**src/rtl/cmp_pkg.sv**
```systemverilog
// Shared types and defaults for the compare_arbiter slice.
package cmp_pkg;

   localparam int CMP_WIDTH_DEFAULT = 32;

   typedef enum logic [1:0] {
      OP_EQ  = 2'b00,
      OP_LT  = 2'b01,
      OP_LTU = 2'b10,
      OP_RSV = 2'b11
   } cmp_op_e;

   typedef enum logic [1:0] {
      ST_IDLE = 2'b00,
      ST_EXEC = 2'b01,
      ST_DONE = 2'b10
   } cmp_state_e;

endpackage

```
**src/rtl/compare_core.sv**
```systemverilog
// Combinational comparator: EQ, signed LT and, with CMP_LTU_EN defined, unsigned LT.
module compare_core
   import cmp_pkg::*;
#(
   parameter int WIDTH = CMP_WIDTH_DEFAULT
) (
   input  logic [1:0]       op,
   input  logic [WIDTH-1:0] a,
   input  logic [WIDTH-1:0] b,
   output logic             result,
   output logic             err
);

   logic [WIDTH-1:0] diff_s;
   logic             eq_s;
   logic             lt_s;

`ifdef CMP_LTU_EN
   logic [WIDTH:0] sum_s;
   logic           ltu_s;

   // One adder provides both the difference and the borrow for LTU.
   assign sum_s  = {1'b0, a} + {1'b0, ~b} + {{WIDTH{1'b0}}, 1'b1};
   assign diff_s = sum_s[WIDTH-1:0];
   assign ltu_s  = ~sum_s[WIDTH];
`else
   assign diff_s = a - b;
`endif

   assign eq_s = (diff_s == {WIDTH{1'b0}});
   // Sign-aware form stays correct when a - b overflows.
   assign lt_s = (a[WIDTH-1] & ~b[WIDTH-1]) |
                 (~(a[WIDTH-1] ^ b[WIDTH-1]) & diff_s[WIDTH-1]);

   // Operation select; unsupported encodings report an error with result 0.
   always_comb begin
      result = 1'b0;
      err    = 1'b0;
      case (cmp_op_e'(op))
         OP_EQ: begin
            result = eq_s;
            err    = 1'b0;
         end
         OP_LT: begin
            result = lt_s;
            err    = 1'b0;
         end
`ifdef CMP_LTU_EN
         OP_LTU: begin
            result = ltu_s;
            err    = 1'b0;
         end
`else
         OP_LTU: begin
            result = 1'b0;
            err    = 1'b1;
         end
`endif
         OP_RSV: begin
            result = 1'b0;
            err    = 1'b1;
         end
         default: begin
            result = 1'b0;
            err    = 1'b1;
         end
      endcase
   end

endmodule

```
**src/rtl/compare_arbiter.sv**
```systemverilog
// Round-robin front end for two requesters sharing one compare_core, one operation in flight.
// Build option: define CMP_LTU_EN to enable unsigned less-than (op 10).
module compare_arbiter
   import cmp_pkg::*;
#(
   parameter int WIDTH = CMP_WIDTH_DEFAULT
) (
   input  logic             clk,
   input  logic             rst_n,
   input  logic             req0_valid,
   output logic             req0_ready,
   input  logic [1:0]       req0_op,
   input  logic [WIDTH-1:0] req0_a,
   input  logic [WIDTH-1:0] req0_b,
   input  logic             req1_valid,
   output logic             req1_ready,
   input  logic [1:0]       req1_op,
   input  logic [WIDTH-1:0] req1_a,
   input  logic [WIDTH-1:0] req1_b,
   output logic             rsp_valid,
   input  logic             rsp_ready,
   output logic             rsp_id,
   output logic             rsp_result,
   output logic             rsp_err
);

   cmp_state_e       state_q, state_d;
   logic             ptr_q, ptr_d;
   logic [1:0]       op_q, op_d;
   logic [WIDTH-1:0] a_q, a_d;
   logic [WIDTH-1:0] b_q, b_d;
   logic             id_q, id_d;
   logic             rsp_valid_q, rsp_valid_d;
   logic             rsp_id_q, rsp_id_d;
   logic             rsp_result_q, rsp_result_d;
   logic             rsp_err_q, rsp_err_d;

   logic             idle_s;
   logic             any_valid_s;
   logic             gnt_id_s;
   logic             core_result_s;
   logic             core_err_s;

   assign idle_s      = (state_q == ST_IDLE);
   assign any_valid_s = req0_valid | req1_valid;
   // The pointer only matters on contention; a lone requester wins outright.
   assign gnt_id_s    = (req0_valid & req1_valid) ? ptr_q : req1_valid;

   assign req0_ready = rst_n & idle_s & req0_valid & ~gnt_id_s;
   assign req1_ready = rst_n & idle_s & req1_valid &  gnt_id_s;

   assign rsp_valid  = rsp_valid_q;
   assign rsp_id     = rsp_id_q;
   assign rsp_result = rsp_result_q;
   assign rsp_err    = rsp_err_q;

   compare_core #(.WIDTH(WIDTH)) u_core (
      .op     (op_q),
      .a      (a_q),
      .b      (b_q),
      .result (core_result_s),
      .err    (core_err_s)
   );

   // Next-state: grant and latch in IDLE, capture result in EXEC, hold until consumed in DONE.
   always_comb begin
      state_d      = state_q;
      ptr_d        = ptr_q;
      op_d         = op_q;
      a_d          = a_q;
      b_d          = b_q;
      id_d         = id_q;
      rsp_valid_d  = rsp_valid_q;
      rsp_id_d     = rsp_id_q;
      rsp_result_d = rsp_result_q;
      rsp_err_d    = rsp_err_q;
      case (state_q)
         ST_IDLE: begin
            if (any_valid_s) begin
               state_d = ST_EXEC;
               ptr_d   = ~gnt_id_s;
               id_d    = gnt_id_s;
               op_d    = gnt_id_s ? req1_op : req0_op;
               a_d     = gnt_id_s ? req1_a  : req0_a;
               b_d     = gnt_id_s ? req1_b  : req0_b;
            end else begin
               state_d = ST_IDLE;
            end
         end
         ST_EXEC: begin
            rsp_result_d = core_result_s;
            rsp_err_d    = core_err_s;
            rsp_id_d     = id_q;
            rsp_valid_d  = 1'b1;
            state_d      = ST_DONE;
         end
         ST_DONE: begin
            if (rsp_ready) begin
               rsp_valid_d = 1'b0;
               state_d     = ST_IDLE;
            end else begin
               rsp_valid_d = 1'b1;
               state_d     = ST_DONE;
            end
         end
         default: begin
            rsp_valid_d = 1'b0;
            state_d     = ST_IDLE;
         end
      endcase
   end

   // State and response registers; reset drops any in-flight operation.
   always_ff @(posedge clk or negedge rst_n) begin
      if (!rst_n) begin
         state_q      <= ST_IDLE;
         ptr_q        <= 1'b0;
         op_q         <= 2'b00;
         a_q          <= {WIDTH{1'b0}};
         b_q          <= {WIDTH{1'b0}};
         id_q         <= 1'b0;
         rsp_valid_q  <= 1'b0;
         rsp_id_q     <= 1'b0;
         rsp_result_q <= 1'b0;
         rsp_err_q    <= 1'b0;
      end else begin
         state_q      <= state_d;
         ptr_q        <= ptr_d;
         op_q         <= op_d;
         a_q          <= a_d;
         b_q          <= b_d;
         id_q         <= id_d;
         rsp_valid_q  <= rsp_valid_d;
         rsp_id_q     <= rsp_id_d;
         rsp_result_q <= rsp_result_d;
         rsp_err_q    <= rsp_err_d;
      end
   end

endmodule
```
**config.mk**
```make
export PLATFORM = sky130hd
export DESIGN_NAME = compare_arbiter
export DESIGN_NICKNAME = d
export VERILOG_FILES = /design/src/rtl/cmp_pkg.sv /design/src/rtl/compare_core.sv /design/src/rtl/compare_arbiter.sv
export SDC_FILE = /design/constraint.sdc
export NUM_CORES = 1
export LEC_CHECK = 0
export CORE_MARGIN = 2
export CORE_UTILIZATION = 40
export CTS_BUF_LIST = sky130_fd_sc_hd__clkbuf_8
export DETAILED_ROUTE_END_ITERATION = 8
export MAX_ROUTING_LAYER = met4
export PLACE_DENSITY = 0.77
export SYNTH_ARGS = -nofsm -noshare
export SYNTH_HDL_FRONTEND = slang
export SYNTH_SLANG_ARGS = --single-unit
```
**constraint.sdc**
```tcl
create_clock -name clk -period 4.8 [get_ports clk]
set_clock_uncertainty 0.2 [all_clocks]
set_input_delay 0.72 -clock clk [delete_from_list [all_inputs] [get_ports clk]]
set_output_delay 0.72 -clock clk [all_outputs]
set_load 0.03 [all_outputs]
```
==> reports/results.txt <==
Seq/Total Area, Yosys - 37.4%
Slew @ Worst Pin - 935 ps
count of different cell masters after synthesis - 65
Final Util - 61.1%
DR DRC count - 20
share of cells above drive strength 1 - 17.6%
Synth Area in Compound Gates - 26.6%
largest net degree at the start of global routing - 75
# IOs - 143
Skew-Pair Late Insertion Delay - 380 ps
number of endpoints failing setup at the final stage - 1
Clock Path Buffers - 2
worst vdd ir - 272 uV
H-tree depth - 3
# clock sinks - 74
DP HPWL - 11,800 um
total CTS buffers - 9
chip width - 115 um
xor/xnor share of the synthesized area - 1.77%
Max FO, Critical Path - 3
HP Class - flip-flop to flip-flop
EDFF count, synth - 0
vias in the first global route - 5,159
PortBufs - 142
endpoint type of the worst setup path - flip-flop
Yosys reg bits - 74
CP arrival - 5670 ps
wire per inst - 16.8 um
status - finished with violations
Synthesis Warnings - 0
RSZ-0062 raised after global routing - true
full die area - 13,300 um^2
Core Box Area - 12,100 um^2
Final Hold Violating Endpoints - 0
Setup crit start kind - flip-flop
die span in y - 115 um
Max-Cap Viols - 0
vias per cell - 5.58
Post-CTS Setup Inserts - 0
Post-synth top flop - dfrtp_1
Detail Route Antenna Nets - 0
Syn Nets - 705
GP Congestion - 0.944
max_slew headroom - 37.6%
PD cells - 782 nW/um^2
initial antenna violation count - 0
Synth Area in Simple Gates - 11.2%
post-synthesis mux area share - 2.30%
clock root cell - clkbuf_8
DR iter-0 viols - 597
Final nets - 917
synthesized area - 4960 um^2
row cnt - 40
Leak - 3.65 nW
Post-Route WL - 15,400 um
starting density of the core - 41.1%
Congestion Overflow GR - 0
Tmin final - 5590 ps
Post-synth ARST share - 100%
diode count - 0
Final WS setup - -791 ps
failing checks - DRC, setup timing
fin. max-slew vios - 0
Area Growth Syn to Fin - 48.7%
TritonCTS clock tree - built
area share of fa/ha/maj cells after synthesis - 8.99%
crit path kind - flip-flop to flip-flop
Place WS - -669 ps
1st-pass router iterations - 9
Syn Area/Cell - 9.30 um^2
GRT Overall Usage - 24.3%
first-pass GRT wire length - 24,700 um
largest family of logic cells by synthesized area - compound AO/OA/AOI/OAI gates
Syn Inst Count - 533
Max Fclk - 179 MHz
Worst EP required - 4880 ps
final worst-path cycle share - 116%
DR vias - 5,117
clock slew at reported path FFs - 70 ps
==> flip-flops by register name (all words and copies together), names as in the netlist <==
name / count
rsp_valid: 1
op_q: 2
id_q: 1
rsp_err: 1
rsp_result: 1
rsp_id: 1
ptr_q: 1
state_q: 2
a_q: 32
b_q: 32
==> critical path: stages, from the launching register on <==
cell and delay [ps]:
dfrtp_1 390, ha_1 300, nor2b_1 160, o211a_1 230
o211a_1 240, o2111ai_2 170, a31oi_1 130, o22ai_2 130
o21ai_1 80, a21o_2 240, a2111oi_2 340, nor3_1 100
fa_1 460, nor4bb_2 270, nand4b_1 180, a2111oi_4 220
o2111ai_1 150, nor4_1 300, nand4_1 160, nor4b_2 310
nand4_1 130, or4_4 440, o31ai_2 180
==> metrics by stage <==
| stage | TNS [ps] | hold slack [ps] | cell area, um^2 | std cells | power, mW |
|---|---|---|---|---|---|
| 2_1_floorplan | -234 | 224 | 4970 | 533 | 3.68 |
| 3_3_place_gp | -438 | 256 | 7120 | 902 | 5.05 |
| 3_5_place_dp | -669 | 275 | 7120 | 902 | 5.13 |
| 4_1_cts | -671 | 291 | 7350 | 917 | 5.73 |
| 5_1_grt | -1110 | 314 | 7370 | 917 | 6.26 |
| 6_report | -791 | 294 | 7370 | 917 | 5.77 |
==> cells in the final DEF, fill, tap and decap left out, drive strengths merged, types with 4 or more instances in the layout <==
cell	instances
nor3	9
o21ai	20
clkdlybuf4s50	141
nand2b	7
o211ai	7
inv	113
nor2b	6
buf	89
and3	4
clkbuf	11
nand4	6
o22ai	4
xnor2	5
dfrtp	74
a21o	10
nand2	31
xor2	5
nor2	12
ha	34
mux2i	8
nand3	7
a222oi	66
a21oi	26
==> logic make-up (layout without fill, tap and decap cells) <==
| kind of cell | Yosys count | in the layout |
|---|---|---|
| DFF | 74 | 74 |
| and+or+nand+nor | 101 | 101 |
| AOI/OAI and AO/OA | 162 | 162 |
| muxes | 11 | 11 |
| adders and majority gates | 35 | 35 |
| buffers and inverters | 140 | 356 |
| xor gates and xnor gates | 10 | 10 |
==> Yosys cell counts (all sizes together) (2+ instances only) <==
master | instances | area (um^2)
inv | 111 | 417
nand4 | 6 | 37.5
and2 | 3 | 20.0
o211a | 2 | 20.0
nor4 | 3 | 25.0
a2111oi | 2 | 23.8
o21a | 2 | 15.0
a222oi | 66 | 661
nand4b | 2 | 17.5
a22oi | 3 | 22.5
a21o | 10 | 76.3
a211oi | 3 | 22.5
mux2i | 8 | 80.1
nand2b | 7 | 43.8
nor2b | 6 | 37.5
nor3 | 9 | 45.0
dfrtp | 74 | 1850
nand3 | 7 | 35.0
clkbuf | 24 | 111
nor3b | 3 | 22.5
a21oi | 26 | 138
o31ai | 2 | 20.0
nor2 | 12 | 45.0
ha | 34 | 425
o21ai | 20 | 100
xnor2 | 5 | 43.8
xor2 | 5 | 43.8
o21bai | 3 | 22.5
o22ai | 4 | 25.0
and3 | 4 | 27.5
buf | 4 | 23.8
o211ai | 7 | 62.6
a31oi | 3 | 18.8
nand2 | 31 | 116
nor4b | 2 | 30.0
mux2 | 3 | 33.8
o2111ai | 3 | 26.3
==> worst paths after layout <==
kind | from | to | slack (ps) | cells past startpoint
hold / removal | id_q$_DFFE_PN0P_ | id_q$_DFFE_PN0P_ | 290 | 1
setup / recovery | a_q[1]$_DFFE_PN0P_ | rsp_result$_DFFE_PN0N_ | -790 | 22
hold reg to reg | id_q$_DFFE_PN0P_ | id_q$_DFFE_PN0P_ | 290 | 1
max in group asynchronous | rst_n | b_q[10]$_DFFE_PN0P_ | 3400 | 2
setup reg to reg | a_q[1]$_DFFE_PN0P_ | rsp_result$_DFFE_PN0N_ | -790 | 22
min in group asynchronous | rst_n | rsp_valid$_DFFE_PN0P_ | 380 | 2
==> per-layer routing <==
| layer | share of wire (%) | routed length (um) | global-route usage (%) | up-vias |
|---|---|---|---|---|
| met3 | 5.5 | 842 | 5.06 | 23 |
| met2 | 50 | 7780 | 39.9 | 193 |
| met4 | 1.7 | 266 | 7.79 | 0 |
| li1 | - | - | - | 2406 |
| met5 | 0 | 0 | - | - |
| met1 | 42 | 6550 | 30.1 | 2495 |
==> where the power goes <==
group          switching, mW  internal [mW]
clock                  0.238          0.315
sequential             0.198          0.928
combinational           2.14           1.94
total                   2.58           3.19
==> timing repair <==
action | CTS | global route
pin swaps | 1 | 3
endpoints found under the setup margin | 1 | 1
hold buffers | 0 | 0
gates cloned | 0 | 0
hold endpoints to repair | 0 | 0
resized for setup | 2 | 2
==> final cells by class <==
cell class	instances	area, um^2
Fill cell	1004	4690
Multi-Input combinational cell	319	2590
Timing Repair Buffer	230	2080
Sequential cell	74	1850
Inverter	111	417
Tap cell	168	210
Clock buffer	11	151
Clock inverter	4	67.6
Power figures use the tool's default switching activity.
